==> config.mk <==
export PLATFORM = sky130hd
export DESIGN_NAME = dmux_router
export DESIGN_NICKNAME = d
export VERILOG_FILES = /design/src/rtl/dmux_router.sv
export SDC_FILE = /design/constraint.sdc
export NUM_CORES = 1
export LEC_CHECK = 0
export CAP_MARGIN = 0
export CELL_PAD_IN_SITES_DETAIL_PLACEMENT = 1
export CELL_PAD_IN_SITES_GLOBAL_PLACEMENT = 2
export CORE_AREA = 2 2 62 64
export DETAILED_ROUTE_END_ITERATION = 8
export DIE_AREA = 0 0 64 66
export DONT_BUFFER_PORTS = 1
export GPL_ROUTABILITY_DRIVEN = 0
export PLACE_DENSITY = 0.79
export SLEW_MARGIN = 25
export SYNTH_ARGS = -nofsm -noshare
export SYNTH_HDL_FRONTEND = slang
export SYNTH_SLANG_ARGS = --single-unit
export TNS_END_PERCENT = 50
==> constraint.sdc <==
create_clock -name clk -period 1.7 [get_ports clk]
set_clock_uncertainty 0.15 [all_clocks]
set_input_delay 0 -clock clk [delete_from_list [all_inputs] [get_ports clk]]
set_output_delay 0 -clock clk [all_outputs]
set_load 0.02 [all_outputs]
==> src/rtl/dmux_router.sv <==
// rtl/dmux_router.sv - one-word demultiplexing router with per-channel pending mask
//
// Purpose:
//   Holds a single payload word and a CHANNELS-bit pending mask. An accepted
//   word is steered to the channel named by in_sel (one-hot pending bit) and
//   stays visible until every pending channel has consumed it. Words whose
//   in_sel is out of range are dropped and flagged with a one-cycle sel_err.
//   Optional broadcast (macro DMUX_ROUTER_BCAST_EN) adds in_bcast, which marks
//   every channel pending for the accepted word.
//
// Ports:
//   clk        in   1         clock, all state on rising edge
//   reset      in   1         synchronous active-high reset
//   in_valid   in   1         upstream offers a word
//   in_ready   out  1         word accepted this cycle when in_valid is high
//   in_data    in   WIDTH     payload
//   in_sel     in   SEL_W     destination channel index
//   in_bcast   in   1         broadcast request (only with DMUX_ROUTER_BCAST_EN)
//   out_valid  out  CHANNELS  bit k: channel k holds a word
//   out_ready  in   CHANNELS  bit k: channel k consumes this cycle
//   out_data   out  WIDTH     registered payload shared by all channels
//   sel_err    out  1         one-cycle pulse for a dropped out-of-range word

module dmux_router #(
   parameter int WIDTH    = 16,
   parameter int CHANNELS = 8,
   parameter int SEL_W    = 3
) (
   input  logic                clk,
   input  logic                reset,
   input  logic                in_valid,
   output logic                in_ready,
   input  logic [WIDTH-1:0]    in_data,
   input  logic [SEL_W-1:0]    in_sel,
`ifdef DMUX_ROUTER_BCAST_EN
   input  logic                in_bcast,
`endif
   output logic [CHANNELS-1:0] out_valid,
   input  logic [CHANNELS-1:0] out_ready,
   output logic [WIDTH-1:0]    out_data,
   output logic                sel_err
);

   // One extra bit so the range check also works when CHANNELS == 2**SEL_W.
   localparam logic [SEL_W:0] CH_LIMIT = (SEL_W + 1)'(CHANNELS);

   logic [CHANNELS-1:0] pending_q, pending_d;
   logic [WIDTH-1:0]    data_q, data_d;
   logic                sel_err_q, sel_err_d;

   logic [CHANNELS-1:0] drained;
   logic [CHANNELS-1:0] sel_onehot;
   logic                sel_ok;
   logic                bcast;
   logic                accept;

`ifdef DMUX_ROUTER_BCAST_EN
   assign bcast = in_bcast;
`else
   assign bcast = 1'b0;
`endif

   assign sel_ok = ({1'b0, in_sel} < CH_LIMIT);

   always_comb begin
      sel_onehot = '0;
      for (int k = 0; k < CHANNELS; k++) begin
         sel_onehot[k] = (in_sel == SEL_W'(k));
      end
   end

   // Pending bits that survive this cycle; ready bits of idle channels drop out.
   assign drained = pending_q & ~out_ready;

   // Ready as soon as nothing would still be pending after this edge, which
   // lets a new word land in the same cycle the last channel drains.
   assign in_ready = ~reset & (drained == '0);
   assign accept   = in_valid & in_ready;

   always_comb begin
      pending_d = drained;
      data_d    = data_q;
      sel_err_d = 1'b0;
      if (accept) begin
         if (bcast) begin
            pending_d = '1;
            data_d    = in_data;
         end else if (sel_ok) begin
            pending_d = sel_onehot;
            data_d    = in_data;
         end else begin
            // Out-of-range word is consumed and dropped; the register keeps
            // its previous payload and only the drain update applies.
            sel_err_d = 1'b1;
         end
      end
   end

   always_ff @(posedge clk) begin
      if (reset) begin
         pending_q <= '0;
         data_q    <= '0;
         sel_err_q <= 1'b0;
      end else begin
         pending_q <= pending_d;
         data_q    <= data_d;
         sel_err_q <= sel_err_d;
      end
   end

   assign out_valid = pending_q;
   assign out_data  = data_q;
   assign sel_err   = sel_err_q;

endmodule
# ---- Yosys cells after proc, flatten, opt, wreduce, memory -nomap -nowiden
# Index checks and enable logic that the tools add are counted.
dict set report op_classes {
  eq_ne 7
  mux 1
  n_bitwise 5
  reduce_logical 2
}
# cell n
set ops {}
lappend ops {{3-bit == test, second input constant} 4}
lappend ops {{8-bit bitwise AND} 1}
lappend ops {{8-bit zero test} 1}
lappend ops {{8-bit two-way mux} 1}
lappend ops {{8-bit NOT} 1}
lappend ops {{3-bit by 2-bit == test with 1-bit output, second input constant} 2}
lappend ops {{3-bit by 1-bit == test with 1-bit output, second input constant} 1}
lappend ops {{3-bit zero test} 1}
lappend ops {{1-bit bitwise AND} 2}
lappend ops {{1-bit NOT} 1}
dict set report totals {
  reg_bits 24
  input_bits 30
  out_inout_bits 26
  word_cells 17
}

# ---- Longest topological paths before layout
# Gate-level depths: netlist of the first run.
dict set report depth {
  word_depth 6
  ltp_mapped 5
  ltp_nobuf 4
}

# ---- Least setup slack after synthesis of the first run
# OpenSTA, ideal clock, no wires.
dict set report synth_timing {
  path_type {reg-to-reg}
  from {register pending_q[0] (netlist: out_valid[0])}
  to {register data_q[0] (netlist: out_data[0])}
  setup_time_ns 0.121
  t_arrival_ns 1.517
  slack_ns -0.088
  path_stages_with_launch 6
  path_buffers 1
  cell_sequence {dfxtp_1 -> nor2b_1 -> nor4b_4 -> nand4_4 -> buf_6 -> mux2_4}
}
dict set report synth_via {
  elab_chain_cells 4
}
# item line_no
set synth_lines {}
lappend synth_lines {{start, declared} 47} ;# logic [CHANNELS-1:0] pending_q, pending_d;
lappend synth_lines {{start signal, assigned} 105} ;# pending_q <= pending_d;
lappend synth_lines {{8-bit bitwise AND} 73} ;# assign drained = pending_q & ~out_ready;
lappend synth_lines {{8-bit zero test} 77} ;# assign in_ready = ~reset & (drained == '0);
lappend synth_lines {{1-bit bitwise AND} 77}
lappend synth_lines {{1-bit bitwise AND} 78} ;# assign accept = in_valid & in_ready;
lappend synth_lines {{end signal, assigned} 106} ;# data_q <= data_d;
lappend synth_lines {{end, declared} 48} ;# logic [WIDTH-1:0] data_q, data_d;
# No other way between the ends.
# A chain may end at the register's enable or synchronous reset.

# ---- Worst setup path after layout of the first run
dict set report layout_timing {
  from {input reset}
  to {register data_q[14] (netlist: out_data[14])}
}
dict set report layout_via {
  elab_chain_cells 3
}
# item line_no
set layout_lines {}
lappend layout_lines {{start, declared} 30} ;# input logic reset,
lappend layout_lines {{1-bit NOT} 77}
lappend layout_lines {{1-bit bitwise AND} 77}
lappend layout_lines {{1-bit bitwise AND} 78}
# Several ways; a longest one is shown, not always the timed one.

==> results of run 1 <==
==> cells in the final DEF, fill, tap and decap left out, types with 2 or more instances in the layout <==
| cell | count |
|---|---|
| buf_4 | 9 |
| clkbuf_4 | 3 |
| dfxtp_1 | 21 |
| dfxtp_2 | 3 |
| dlygate4sd3_1 | 46 |
| mux2_2 | 4 |
| mux2_4 | 12 |
| nand2_1 | 3 |
| nand2b_1 | 3 |
| nand3b_1 | 2 |
| nor2b_1 | 18 |
| nor2b_4 | 2 |
| o2bb2ai_1 | 4 |
| o32ai_2 | 2 |
==> cells in the mapped netlist <==
library cell  instances
nand4_4               1
o22ai_1               1
nand3b_1              2
nand2b_1              3
a2111oi_4             1
o2bb2ai_1             4
mux2_4               12
nor2b_4               1
or3_1                 1
conb_1                1
and3_1                1
nor4b_4               1
nor2b_1              20
or4b_2                1
mux2_2                4
inv_1                 1
buf_4                 1
buf_6                 2
nand3_1               1
nand2_1               3
clkbuf_1              2
o41ai_2               1
dfxtp_1              24
inv_2                 1
o32ai_2               2
==> cells by family (layout without fill, tap and decap cells) <==
group                  Yosys count  after routing  share of synthesized area, %
AO/OA/AOI/OAI                    9              9                          10.4
buffers and inverters            7             62                          3.99
flip-flops                      24             24                          42.6
other                            1              1                         0.332
multiplexers                    16             16                          20.0
AND/OR/NAND/NOR                 35             35                          22.7
==> tightest hold or removal path: cells and delay by family <==
| family | cells | cell delay, ns |
|---|---|---|
| AND/OR/NAND/NOR | 2 | 0.22 |
| AO/OA/AOI/OAI | 2 | 0.15 |
| buffers and inverters | 1 | 0.16 |
==> timing repair <==
item	in CTS	in global routing
endpoints found under the hold margin	24	0
setup endpoints to repair	18	20
hold buffers	46	0
resized for setup	0	1
==> sequential cells by signal (all words and copies together), names as in the netlist <==
| name | count |
|---|---|
| out_data | 16 |
| out_valid | 8 |
==> metal layers <==
metal	part of all wire (%)	vias to the layer above
li1	-	433
met1	36	431
met2	57	39
met3	6.9	2
met4	0.36	0
met5	0	-
==> worst paths after layout <==
check,startpoint,end,slack (ns),cells past startpoint
worst max-delay path,reset,out_data[14]$_SDFFE_PP0P_,-0.05,5
worst min-delay path,out_ready[1],out_valid[5]$_SDFF_PP0_,0.08,5
worst max register to register,out_valid[1]$_SDFF_PP0_,out_data[14]$_SDFFE_PP0P_,-0.04,5
worst min register to register,out_valid[2]$_SDFF_PP0_,out_valid[2]$_SDFF_PP0_,0.42,2
==> cell type report <==
| type | count | area share (%) |
|---|---|---|
| multi-input combinational | 61 | 35.1 |
| timing repair buffer | 56 | 31.3 |
| sequential | 24 | 27.7 |
| tap | 48 | 3.43 |
| clock buffer | 4 | 2.07 |
| inverter | 2 | 0.429 |
==> metrics by stage <==
step                hold WS (ns)  util [%]  setup TNS [ns]
finish                    0.0776      49.3          -0.553
global route              0.0814      49.3           -1.91
CTS                       0.0720      49.3          -0.856
detailed placement       -0.0496      35.3          -0.511
global placement         -0.0517      35.3         -0.0879
floorplan                -0.0572         -          -0.459
==> report_power, final <==
| group | switching, W | internal [W] |
|---|---|---|
| registers | 0.0000648 | 0.000600 |
| clock network | 0.000174 | 0.000131 |
| logic | 0.0000824 | 0.000156 |
| total | 0.000321 | 0.000887 |
==> impl_metrics.yaml, run 1 <==
run_status:
  run_status: "finished, violations left"
  violations: "negative setup slack"
synthesis:
  synthesis.nets: 122
  synth_area_leaders: "dfxtp_1 43%, mux2_4 16%, nor2b_1 11%, mux2_2 4.0%, o2bb2ai_1 3.1%"
  synth_top_area_share_pct: 42.6
  yosysTopAreaCell: "dfxtp_1"
  syn-cell-area_um2: 1130
  ys_ff_latch: 24
  yosys_warnings: 0
  ys_seq_area_share_pct: 42.6
  synthCells: 92
  syn_area_per_cell_um2: 12.3
  synth_cell_type_count: 25
floorplanning:
  pin_count: 56
  coreArea_um2: 3550
  chipWidth_um: 64
  die_h_um: 66
  dieArea_um2: 4220
  start_util_pct: 31.8
  rows: 22
finish:
  final_layout_size_suffix_gt1_share_pct: 30.6
  nFillCells: 365
  area_growth_pct: 55.1
  num_antenna_cells: 0
  regArea_um2: 484
  postLayoutCellArea_um2: 1750
  multiInputGateArea_um2: 614
  nNetsFinal: 178
  instances_no_fill: 195
timing:
  hold_viol: 0
  setup_viol: 17
  setup_slack_ns: -0.0489
  rsz0062_at_grt: "true"
  finalCriticalPeriod_ns: 1.75
  max_freq_mhz: 572
  final_min_period_over_clock_period_pct: 103
  final_max_slew_viol_count: 0
routing:
  postRouteAntennaNets: 0
  drc: 0
  wirelength_um: 3030
  routedWlPerCell_um: 15.6
  vias_per_cell: 4.64
  drt_iter0_markers: 22
  firstDrtPassIters: 3
  vias: 905
critical_path:
  worstPathRequired_ns: 1.77
  critPathSlowestCell: "dlygate4sd3_1"
  path_delay_family: "buffers and inverters"
  critPathKind: "in2reg"
  cp-end-kind: "register"
  critPathLaunchType: "primary input"
  path_cells: "dlygate4sd3_1 -> a2111oi_4 -> nand4_4 -> buf_12 -> mux2_4"
  path_buf_inv: 2
  arrival_ns: 1.82
  path_max_fanout: 17
  worst_path_largest_cell_delay_ns: 0.69
power:
  power_leakage_nw: 0.757
  vdd_drop_max_mv: 0.389
  finalPower_w: 0.00121
  power.density_nw_per_um2: 690
global_route:
  met2_usage_pct: 31.3
  grt_util_met3_pct: 3.58
  overflow: 0
  grt_util_all_layers_pct: 15.6
  grt_pass1_vias: 1044
  grt_pass1_wl_um: 4990
  grt_max_degree: 18
  grtUsageMet1_pct: 16.2
  antenna_found_initial: 0
  busiest_layer: "met2"
run:
  maxCapViolations: 0
placed_design:
  postPlaceCellArea_um2: 1250
  dp_hpwl_um: 1800
  dp.cells: 145
  pre_cts_ws_ns: -0.0423
  numPortBuffers: 0
clocking:
  postCtsSetupBuffers: 0
  cts_buffers: 3
  cts_max_path_buffers: 2
  insertion_delay_ns: 0.31
  clk_pin_slew_worst_paths_ns: 0.13
  cts_tree: "done"
  cts_root_buf: "clkbuf_4"
  cts_max_level: 1
  numClockSinks: 24
worst_hold_path:
  holdCritPathClass: "in2reg"
(Power assumes the default switching activity.)
==> inputs of run 2 (changes only) <==
--- a/config.mk
+++ b/config.mk
@@ -14,6 +14,7 @@
 export DONT_BUFFER_PORTS = 1
 export GPL_ROUTABILITY_DRIVEN = 0
 export PLACE_DENSITY = 0.79
+export SETUP_SLACK_MARGIN = 0.4
 export SLEW_MARGIN = 25
 export SYNTH_ARGS = -nofsm -noshare
 export SYNTH_HDL_FRONTEND = slang
==> constraint.sdc (replaced) <==
create_clock -name clk -period 1.6 [get_ports clk]
set_clock_uncertainty 0.15 [all_clocks]
set_input_delay 0 -clock clk [delete_from_list [all_inputs] [get_ports clk]]
set_output_delay 0 -clock clk [all_outputs]
set_load 0.02 [all_outputs]
==> impl_metrics.yaml, run 2 (synthesized netlist as in run 1, its figures left out) <==
finish:
  largest_reg_flops: 16
  final_common_cell: "dfxtp_1"
  num_antenna_cells: 0
  final_layout_size_suffix_gt1_share_pct: 37.5
  nFillCells: 379
  regArea_um2: 484
  fin_util_pct: 41.5
  instances_no_fill: 168
  area_growth_pct: 30.6
  multiInputGateArea_um2: 614
  layout_common_cells: "21 x dfxtp_1, 19 x dlygate4sd3_1, 18 x nor2b_1"
  nNetsFinal: 152
run_status:
  violations: "negative hold slack, negative setup slack"
  run_status: "finished, violations left"
floorplanning:
  die_h_um: 66
  coreArea_um2: 3550
  rows: 22
  chipWidth_um: 64
  start_util_pct: 31.8
  pin_count: 56
  dieArea_um2: 4220
power:
  vdd_drop_max_mv: 0.334
  power_leakage_nw: 0.607
  swShare_pct: 26.9
  power.density_nw_per_um2: 789
  seq_power_share_pct: 60.7
  switchingPower_w: 0.000312
  p_comb_share_pct: 17.0
  clock_power_share_pct: 22.4
  finalPower_w: 0.00116
  p_int_w: 0.000851
clocking:
  clk_pin_slew_worst_paths_ns: 0.13
  ctsHoldBuffers: 19
  cts_max_path_buffers: 2
  cts_max_level: 1
  insertion_delay_ns: 0.30
  cts_tree: "done"
  cts_root_buf: "clkbuf_4"
  numClockSinks: 24
  cts_buffers: 3
timing:
  finalCriticalPeriod_ns: 1.74
  setup_slack_ns: -0.140
  rsz0062_at_grt: "true"
  setup_viol: 20
  final_max_slew_viol_count: 0
  final_min_period_over_clock_period_pct: 109
  hold_slack_ns: -0.385
  finalSetupTns_ns: -2.29
  max_freq_mhz: 575
  hold_viol: 24
placed_design:
  dp.cells: 146
  dp_hpwl_um: 1810
  numPortBuffers: 0
  pre_cts_ws_ns: -0.140
routing:
  postRouteAntennaNets: 0
  routedWlPerCell_um: 15.1
  vias_per_cell: 4.77
  firstDrtPassIters: 4
  vias: 802
  wirelength_um: 2530
  drc: 0
  drt_iter0_markers: 37
critical_path:
  cp-end-kind: "register"
  critPathKind: "reg2reg"
  worst_path_largest_cell_delay_ns: 0.35
  path_max_fanout: 17
  worstPathRequired_ns: 1.66
  path_cells: "nor2b_4 -> a2111oi_4 -> nand4_4 -> buf_12 -> mux2_4"
  critPathSlowestCell: "a2111oi_4"
  critPathLaunchType: "register"
  arrival_ns: 1.80
global_route:
  grt_util_all_layers_pct: 12.8
  antenna_found_initial: 0
  grt_pass1_vias: 903
  grt_max_degree: 23
  grt_pass1_wl_um: 4230
  overflow: 0
worst_hold_path:
  holdCritPathClass: "in2reg"
run:
  maxCapViolations: 0
==> run 2: metal layers <==
layer	track usage, %	up-vias	wire length, um
met3	3.58	2	214
met5	0	-	0
met4	4.08	0	14
li1	-	378	-
met1	13.6	382	949
met2	24.3	40	1350
==> run 2: cell type report <==
cell class	instances	share of cell area, %
Inverter	2	0.509
Multi-Input combinational cell	61	41.7
Timing Repair Buffer	30	19.4
Clock buffer	3	1.53
Tap cell	48	4.07
Sequential cell	24	32.9
==> run 2: power groups by stage <==
stage | Combinational [W] | Sequential [W] | Clock [W]
after CTS | 0.000199 | 0.000706 | 0.000279
after detailed placement | 0.000155 | 0.000718 | 0
after floorplan | 0.000134 | 0.000716 | 0
after global placement | 0.000149 | 0.000718 | 0
final | 0.000198 | 0.000705 | 0.000260
after global routing | 0.000214 | 0.000710 | 0.000301
==> run 2: per-stage QoR <==
stage	area, um^2	hold WS, ns
floorplan	1150	-0.0572
global placement	1260	-0.0520
detailed placement	1260	-0.0488
CTS	1470	-0.399
global route	1470	-0.418
finish	1470	-0.385
==> run 2: worst max-delay path, delay by kind of cell (launching register included) <==
family,cells,cell delay (ns)
AO/OA/AOI/OAI,1,0.35
flip-flops,1,0.34
AND/OR/NAND/NOR,2,0.30
multiplexers,1,0.30
buffers and inverters,1,0.19
==> run 2: path summary, 6_finish.rpt <==
check,end,cells after the start,start,slack [ns]
min,out_valid[2]$_SDFF_PP0_,1,reset,-0.38
max reg2reg,out_data[5]$_SDFFE_PP0P_,5,out_valid[1]$_SDFF_PP0_,-0.14
min reg2reg,out_valid[6]$_SDFF_PP0_,2,out_valid[6]$_SDFF_PP0_,0.44
max,out_data[5]$_SDFFE_PP0P_,5,out_valid[1]$_SDFF_PP0_,-0.14
==> run 2: what timing repair did <==
action | CTS | global route
endpoints found under the hold margin | 24 | 24
buffers inserted | 0 | 0
pin swaps | 0 | 0
setup endpoints to repair | 25 | 25
gates resized for setup | 1 | 0
